--- src/rtl/voda_code_transmitter.sv ---
// Serial frame transmitter: sync pattern, MSB-first payload, one guard bit.
// Counts completed frames and pulses done on each frame end.
module voda_code_transmitter #(
  parameter int unsigned        PAT_W   = 4,
  parameter logic [PAT_W-1:0]   PATTERN = 4'b1011,
  parameter int unsigned        DATA_W  = 8
) (
  input  logic              clk,
  input  logic              rst,
  input  logic              start,
  input  logic [DATA_W-1:0] data_in,
  output logic              x,
  output logic              tx_en,
  output logic              ready,
  output logic              done,
  output logic [9:0]        frames_sent
);

  localparam int unsigned CNT_W = 10;
  localparam int unsigned MAX_W = (PAT_W > DATA_W) ? PAT_W : DATA_W;
  localparam int unsigned IDX_W = (MAX_W > 1) ? $clog2(MAX_W) : 1;

  typedef enum logic [1:0] {
    IDLE  = 2'd0,
    PRE   = 2'd1,
    DATA  = 2'd2,
    GUARD = 2'd3
  } state_e;

  state_e              state_q, state_d;
  logic [IDX_W-1:0]    idx_q, idx_d;
  logic [DATA_W-1:0]   shift_q, shift_d;
  logic                x_q, x_d;
  logic                tx_en_q, tx_en_d;
  logic                done_q, done_d;
  logic [CNT_W-1:0]    frames_q, frames_d;
  logic [PAT_W-1:0]    pat_sh;

  always_ff @(posedge clk or negedge rst) begin
    if (!rst) begin
      state_q  <= IDLE;
      idx_q    <= '0;
      shift_q  <= '0;
      x_q      <= 1'b0;
      tx_en_q  <= 1'b0;
      done_q   <= 1'b0;
      frames_q <= '0;
    end else begin
      state_q  <= state_d;
      idx_q    <= idx_d;
      shift_q  <= shift_d;
      x_q      <= x_d;
      tx_en_q  <= tx_en_d;
      done_q   <= done_d;
      frames_q <= frames_d;
    end
  end

  // Next state: idx counts down within PRE and DATA; payload shifts left in DATA.
  always_comb begin
    state_d = state_q;
    idx_d   = idx_q;
    shift_d = shift_q;
    case (state_q)
      IDLE: begin
        if (start) begin
          state_d = PRE;
          shift_d = data_in;
          idx_d   = IDX_W'(PAT_W - 1);
        end
      end
      PRE: begin
        if (idx_q == '0) begin
          state_d = DATA;
          idx_d   = IDX_W'(DATA_W - 1);
        end else begin
          idx_d = idx_q - IDX_W'(1);
        end
      end
      DATA: begin
        if (idx_q == '0) begin
          state_d = GUARD;
        end else begin
          idx_d   = idx_q - IDX_W'(1);
          shift_d = shift_q << 1;
        end
      end
      GUARD:   state_d = IDLE;
      default: state_d = IDLE;
    endcase
  end

  // Outputs are registered from the upcoming state so the line bit tracks state with no lag.
  always_comb begin
    x_d      = 1'b0;
    tx_en_d  = 1'b0;
    done_d   = 1'b0;
    frames_d = frames_q;
    pat_sh   = PATTERN >> idx_d;
    case (state_d)
      PRE: begin
        x_d     = pat_sh[0];
        tx_en_d = 1'b1;
      end
      DATA: begin
        x_d     = shift_d[DATA_W-1];
        tx_en_d = 1'b1;
      end
      GUARD:   tx_en_d = 1'b1;
      default: tx_en_d = 1'b0;
    endcase
    if (state_q == GUARD) begin
      done_d   = 1'b1;
      frames_d = frames_q + CNT_W'(1);
    end
  end

  assign ready       = (state_q == IDLE);
  assign x           = x_q;
  assign tx_en       = tx_en_q;
  assign done        = done_q;
  assign frames_sent = frames_q;

endmodule
--- config.mk ---
export PLATFORM = sky130hd
export DESIGN_NAME = voda_code_transmitter
export DESIGN_NICKNAME = d
export VERILOG_FILES = /design/src/rtl/voda_code_transmitter.sv
export SDC_FILE = /design/constraint.sdc
export NUM_CORES = 1
export LEC_CHECK = 0
export ABC_CLOCK_PERIOD_IN_PS = 1900
export BUFFER_PORTS_ARGS = -buffer_cell sky130_fd_sc_hd__buf_2
export CAP_MARGIN = 15
export CORE_ASPECT_RATIO = 0.75
export CORE_MARGIN = 8
export CORE_UTILIZATION = 48
export DETAILED_ROUTE_END_ITERATION = 7
export PLACE_DENSITY = 0.78
export RECOVER_POWER = 100
export SLEW_MARGIN = 0
export SYNTH_ARGS = -nofsm -noshare
export SYNTH_HDL_FRONTEND = slang
export SYNTH_SLANG_ARGS = --single-unit
--- constraint.sdc ---
create_clock -name clk -period 1.9 [get_ports clk]
set_input_delay 0.38 -clock clk [delete_from_list [all_inputs] [get_ports clk]]
set_output_delay 0.38 -clock clk [all_outputs]
set_load 0.01 [all_outputs]
## Word-level counts from Yosys, hierarchy flattened

Cells that the tools add are included.

| storage, ports and cells | value |
|---|---|
| bits in registers | 26 |
| input port bits | 11 |
| output and inout port bits | 14 |
| logic and storage cells | 38 |

| cells by class | value |
|---|---|
| add/subtract/negate cells | 2 |
| equal/unequal tests | 8 |
| shift-type cells | 1 |
| multiplexer cells | 14 |
| reduce and logical (&&, ||, !) cells | 5 |

Operator list:

| cell | number |
|---|---|
| $mux W8 | 2 |
| $pmux W8 S2 | 1 |
| $add A10 B1 Y10 const B | 1 |
| $mux W3 | 3 |
| $pmux W3 S3 | 1 |
| $eq A2 B2 Y1 const B | 4 |
| $pmux W2 S4 | 1 |
| $mux W2 | 3 |
| $eq A2 B1 Y1 const B | 2 |
| $ne A2 B2 Y1 const B | 2 |
| $shr A4 B3 Y1 const A | 1 |
| $logic_not A3 Y1 | 1 |
| $reduce_and A3 Y1 | 1 |
| $reduce_or A3 Y1 | 1 |
| $sub A3 B1 Y3 const B | 1 |
| $logic_not A2 Y1 | 1 |
| $mux W1 | 2 |
| $pmux W1 S2 | 1 |
| $reduce_bool A2 Y1 | 1 |

## Depth between registers and ports, before layout

Gate-level depths: netlist of the first run.

| depth | value |
|---|---|
| word-level depth | 6 |
| gate-level depth with buffers | 10 |
| gate-level depth less buffers | 10 |

## Worst setup path before layout of the first run

OpenSTA, ideal clock, no wires.

| timing | value |
|---|---|
| path type | register to register |
| start point | register idx_q[0] |
| end point | register x_q, in the netlist x |
| library setup time | 0.130 ns |
| data arrival time | 1.883 ns |
| required time | 1.770 ns |
| setup slack | -0.113 ns |
| stages on the path, launching flop included | 9 |
| buffers on the path | 0 |
| period minus slack after synthesis | 2.013 ns |
| cell sequence | dfrtp_1 > inv_1 > ha_1 > nor2b_2 > inv_2 > ha_1 > mux4_2 > a311oi_2 > o32ai_1 |

| on the way | value |
|---|---|
| longest elaborated chain between the ends | 5 |
| elaborated cells on any way between the ends | 15 |
| those cells by class | 1 x add/sub; 2 x eq/ne; 1 x shift; 10 x mux; 1 x reduce/logical |

RTL lines:

| item | RTL line | source |
|---|---|---|
| start: declaration | 31 | `logic [IDX_W-1:0] idx_q, idx_d;` |
| start signal: assignment | 50 | `idx_q <= idx_d;` |
| $sub A3 B1 Y3 or $logic_not A3 Y1 (tied branches) | - |  |
| $mux W3 (on tied branches) | 81, 73 |  |
| $pmux W3 S3 * | 64 | `case (state_q)` |
| named net idx_d[0] | 31 |  |
| $shr A4 B3 Y1 * | 99 | `pat_sh = PATTERN >> idx_d;` |
| $pmux W1 S2 * | 100 | `case (state_d)` |
| named net x_d | 33 | `logic x_q, x_d;` |
| end signal: assignment | 44 | `x_q <= 1'b0;` |
| end signal: assignment | 52 | `x_q <= x_d;` |
| end: declaration | 33 |  |

Mark *: on every way through the listed nets, which the timed path passes. The rest lies on a longest branch. The select of a mux whose other input is x is not followed.
A chain may end at the register's enable or synchronous reset.

## Worst setup path after layout of the first run

| timing | value |
|---|---|
| start point | register idx_q[1] |
| end point | register x_q, in the netlist x |

| on the way | value |
|---|---|
| longest elaborated chain between the ends | 5 |
| elaborated cells on any way between the ends | 15 |
| those cells by class | 1 x add/sub; 2 x eq/ne; 1 x shift; 10 x mux; 1 x reduce/logical |

RTL lines:

| item | RTL line |
|---|---|
| $logic_not A3 Y1 * | 73, 81 |
| $mux W3 (on tied branches) | 81, 73 |
| $pmux W3 S3 * | 64 |
| named net idx_d[0] | 31 |
| $shr A4 B3 Y1 * | 99 |
| $pmux W1 S2 * | 100 |
| named net x_d | 33 |

Marks and branches as above.

==> metrics, run 1 <==
status finished, violations left; violated checks negative setup slack; Worst Slack Setup Final -0.0657 ns; Clock Sinks 26; Clk pin slew, worst setup/hold paths between 0.1 and 0.15 ns; Final setup viols 1; post-synthesis mux area share between 2 and 3%; CTS tree built; DP Area 1540 um^2; vias per cell between 4 and 5; pin count of the biggest net entering global routing 27; # DRC 0; predominant post-synthesis flop cell dfrtp_1; via count approximately 1000; Total Routed Length between 2000 and 3000 um; register area about 650 um^2; CP max stage delay 0.48 ns; cell taking the most area after synthesis dfrtp_1; clock buffer count from CTS 3; initial core utilization approximately 50%; area of the multi-input gates around 620 um^2; Mapped Cells 122; worst path cell trace inv_2, ha_4, nor2b_4, inv_2, ha_4, mux4_2, a311oi_2, o32ai_1; core area 2600 um^2; Critical Setup Path Class register to register; slowest cell on the critical path mux4_2; part of the Yosys area used for sequential elements about 50%; critical path's top delay family multiplexers; Synth Cell Area around 1300 um^2; # hold bufs at CTS 0; WP data required 2.10 ns; Pwr Density about 1400 nW/um^2; GRT Total Usage 12.1%; root buf cell clkbuf_4; LEAKAGE about 0.77 nW; Hold Path Class primary input to register; Post-layout nets approximately 180; Fillers around 230; Mapped Nets 140; total power 0.00230 W; endpoints failing hold 0; ranking of synthesized cells by area dfrtp_1, ha_1, nand2_1; type of destination of the critical path register; worst skew pair latency 0.31 ns; Slew Limit Fails 0; Design Area, Final around 1600 um^2; DRT Pass-1 Iters 4; syn_area_per_cell between 10 and 15 um^2; startpoint class of the critical path register; Syn-to-layout area delta 25.1%; first-pass GRT wire length about 4500 um; initial drt markers 22; most frequent cell after synthesis dfrtp_1; Synth Area in Simple Gates 17.8%; Unique masters post-synth 36; period utilization 103%; Max-Cap Viols 0; ys async rst share 100%; grt total ovfl 0; Syn. warnings 0; Peak Freq a little over 500 MHz; GP Congestion slightly above 0.8; Worst Tran Pin Value around 1.4 ns; DRT antenna net count 0; Slew headroom ~6.5%; clock skew 0.00230 ns; FF+latch count, synth 26; final worst path period need just under 2 ns; Die X about 76 um; # port buffers 24; via count of the first global-routing pass around 990; largest family of logic cells by synthesized area simple AND/OR/NAND/NOR gates; peak supply drop ~0.80 mV; Synth top area share 50.0%; Max clock buf depth 2; Post-synth EDFFs 0; H-tree levels 1; share of layout cells above drive strength 1 approximately 28%; Buf+Inv Stages, Crit Path 2; worst-path fanout max 2; most frequent cells after synthesis dfrtp_1, nand2_1, inv_1; wire per inst roughly 14 um; RSZ-0062 raised after global routing true; Worst Path Arrival roughly 2.2 ns; initial antenna violation count 0; Die Y around 60 um; Detail Placement HPWL approximately 2100 um; Core Rows 16; die area between 4000 and 5000 um^2; io pins 25; Synth Area in XOR/XNOR between 6 and 7%; antenna cells 0; share of synthesized cell area in full adder, half adder and majority cells ~6.7%; Synth Area in Compound Gates 11.7%
[tightest hold or removal path: cells and delay by family]
family | cells | cell delay (ns)
buffers and inverters | 1 | 0.08
AO/OA/AOI/OAI | 1 | 0.06
AND/OR/NAND/NOR | 1 | 0.04
[kinds of logic (layout without fill, tap and decap cells)]
group / after synthesis / in the layout
simple gates: 43 / 43
buf+inv: 14 / 57
flops: 26 / 26
compound gates: 20 / 20
fa+ha+maj: 7 / 7
mux: 2 / 2
xor+xnor: 10 / 10
[path summary, 6_finish.rpt]
| check | start | slack, ns | cells after the start | endpoint |
|---|---|---|---|---|
| setup / recovery | idx_q[1] | -0.07 | 8 | x |
| hold / removal | data_in[0] | 0.28 | 3 | shift_q[0] |
| setup reg to reg | idx_q[1] | -0.07 | 8 | x |
| hold reg to reg | frames_sent[9] | 0.48 | 1 | frames_sent[9] |
| max in group asynchronous | rst | 0.73 | 1 | frames_sent[1] |
| min in group asynchronous | rst | 0.36 | 1 | shift_q[1] |
[power breakdown]
part / switching (W) / internal (W)
Sequential: 0.000182 / 0.000749
Combinational: 0.000544 / 0.000557
Clock: 0.000155 / 0.000117
[metal layers]
layer / GRT usage [%] / wire, um
met1: 13.8 / 1310
met2: 20.9 / 1250
met3: 5.10 / 183
met4: 3.00 / 42
met5: 0 / 0
[through the flow]
step	worst slack (ns)	hold WS, ns	util [%]	std cells	setup TNS [ns]
after global placement	-0.0473	0.404	59.2	191	-0.0473
after global routing	-0.150	0.270	62.5	201	-0.150
after CTS	-0.122	0.0507	63.0	200	-0.122
after floorplan	-0.0796	0.0844	-	122	-0.0796
after detailed placement	-0.176	0.411	59.2	191	-0.176
final	-0.0657	0.276	62.5	201	-0.0657
[cell type report]
cell class                      instances  area share [%]
Sequential cell                        26            40.0
Multi-Input combinational cell         82            38.1
Timing Repair Buffer                   41            14.1
Inverter                               12            2.77
Tap cell                               36            2.77
Clock buffer                            4            2.23
[placed cells by master, fill, tap and decap left out, drive strengths merged, types with 3 or more instances in the layout]
master  netlist  layout
buf           2      27
dfrtp        26      26
nand2        21      21
clkbuf        0      18
inv          12      12
ha            7       7
a22oi         6       6
xnor2         6       6
nor2          5       5
xor2          4       4
nand3         3       3
a21oi         3       3
nand4         3       3
o21ai         3       3
[what timing repair did]
| action | in CTS | in global routing |
|---|---|---|
| hold endpoints to repair | 0 | 0 |
| setup endpoints to repair | 1 | 1 |
| setup buffers | 5 | 1 |
| gates resized for setup | 5 | 2 |
| pin swaps | 3 | 1 |
[flip-flops by register name (all words and copies together), names as in the netlist]
signal / flops
state_q: 2
shift_q: 8
frames_sent: 10
tx_en: 1
idx_q: 3
done: 1
x: 1
Note: power is estimated with default switching activity, not from simulation.
==> run 2, diff against run 1 <==
CORE_ASPECT_RATIO = 0.8   (was 0.75)
GPL_ROUTABILITY_DRIVEN = 0   (was unset)
==> metrics, run 2 (synthesis results as in run 1) <==
Slew Limit Fails 0 (unchanged); max reg flops 10 (unchanged); Clk pin slew, worst setup/hold paths 0.14 ns (about the same); Critical Setup Path Class register to register; Syn-to-layout area delta 25.8%; Max clock buf depth 2 (unchanged); initial drt markers 48 (+120%); Hold Path Class primary input to register; Post-layout nets 183 (-0.54%); Total Routed Length 2690 um (-3.5%); peak supply drop 0.854 mV (+6.2%); commonest non-fill, non-tap cell in the layout dfrtp_1; RSZ-0062 raised after global routing true; # DRC 0 (unchanged); Worst Slack Setup Final -0.0441 ns (+0.0216 ns); Detail Placement HPWL 2010 um (-4.0%); total power 0.00239 W (+3.7%); TNS Setup -0.0441 ns (+0.0216 ns); Die Y 62.6 um (+2.4%); final worst path period need 1.94 ns (-0.0216 ns); WHS Endpoint shift_q[0]; endpoints failing hold 0 (unchanged); antenna cells 0 (unchanged); first-pass GRT wire length 4650 um (+2.9%); clock skew 0.00383 ns (+0.00152 ns); # port buffers 24 (unchanged); GRT Total Usage 12.6% (+0.51 points); initial antenna violation count 0 (unchanged); io pins 25 (unchanged); Max-Cap Viols 0 (unchanged); violated checks negative setup slack; share of layout cells above drive strength 1 28.7% (+0.78 points); Pwr Density 1460 nW/um^2 (+3.1%); Core Rows 17 (+1); initial core utilization 48.9% (-1.1 points); min-delay src data_in[0]; Fillers 231 (-0.43%); wire per inst 13.3 um (-4.0%); root buf cell clkbuf_4; R2R setup slack -0.04 ns (+0.02 ns); Peak Freq 514 MHz (+1.1%); dpl cells 194 (+1.6%); commonest cells after routing, fill and taps aside dfrtp_1, nand2_1, buf_4; Clock Sinks 26 (unchanged); register area 651 um^2 (unchanged); type of destination of the critical path register; via count 1027 (+2.4%); period utilization 102% (-1.1 points); Worst Tran Pin Value 1.38 ns (-0.0237 ns); core area 2660 um^2 (+2.2%); Slew headroom 8.10% (+1.6 points); DRT antenna net count 0 (unchanged); clock buffer count from CTS 3 (unchanged); area of the multi-input gates 613 um^2 (-1.2%); vias per cell 5.08 (+1.9%); die area 4640 um^2 (-0.15%); Worst Path Arrival 2.16 ns (about the same); startpoint class of the critical path register; status finished, violations left; LEAKAGE 0.788 nW (+2.0%); WP data required 2.12 ns (+0.02 ns); cell depth of the worst min-delay path 3 (unchanged); H-tree levels 1 (unchanged); Setup WS pre-CTS -0.121 ns (+0.0541 ns); CTS tree built; DRT Pass-1 Iters 4 (unchanged); grt total ovfl 0 (unchanged); reg2reg path depth 8 (unchanged); Reg-to-Reg End x; non-filler cells in the finished layout 202 (+0.50%); worst skew pair latency 0.32 ns (about the same); via count of the first global-routing pass 1032 (+4.8%); # hold bufs at CTS 0 (unchanged); pin count of the biggest net entering global routing 27 (unchanged); origin of the critical flop-to-flop path idx_q[1]; Final setup viols 1 (unchanged); Die X 74.2 um (-2.5%); worst-path fanout max 2 (unchanged)
-- run 2: layout make-up --
cell class                 count  area share [%]
inverter                      12            2.75
timing repair buffer          40            13.9
multi-input combinational     82            37.5
sequential                    26            39.8
clock buffer                   3            1.38
tap                           38            2.91
clock inverter                 1            1.83
-- run 2: timing repair --
action	4_1_cts	5_1_grt
gates resized for setup	5	3
endpoints found under the hold margin	0	0
pin swaps	3	2
endpoints found under the setup margin	1	1
buffers inserted	3	1
-- run 2: worst max-delay path, stage by stage (launching register included) --
cell and delay (ns):
dfrtp_1 0.41, inv_2 0.09, ha_4 0.13, nor2b_4 0.15, inv_2 0.06, ha_4 0.20
mux4_2 0.48, a311oi_2 0.21, o32ai_1 0.11
-- run 2: per-stage QoR --
stage / util (%) / cell area, um^2 / hold WS, ns
final: 61.6 / 1640 / 0.246
after global routing: 61.6 / 1640 / 0.227
after CTS: 62.1 / 1650 / 0.0348
after detailed placement: 58.4 / 1550 / 0.416
after global placement: 58.4 / 1550 / 0.403
after floorplan: - / 1310 / 0.0844
-- run 2: layer usage --
metal | part of all wire, % | GRT usage, %
met3 | 5.6 | 4.01
met2 | 51 | 20.8
met1 | 43 | 14.9
met5 | 0 | 0
met4 | 0.67 | 3.90
-- run 2: worst max-delay path by stage --
stage / cells past startpoint / endpoint / startpoint / slack (ns)
floorplan: 8 / x / idx_q[0] / -0.08
global placement: 8 / x / idx_q[0] / -0.05
detailed placement: 8 / x / idx_q[0] / -0.12
CTS: 8 / x / idx_q[1] / -0.08
global route: 8 / x / idx_q[1] / -0.12
finish: 8 / x / idx_q[1] / -0.04
-- run 2: report_power, final --
group | total [W] | leakage (nW) | switching, W | internal (W)
registers | 0.000915 | 0.329 | 0.000166 | 0.000749
clock network | 0.000382 | 0.0279 | 0.000168 | 0.000213
logic | 0.00109 | 0.431 | 0.000537 | 0.000556
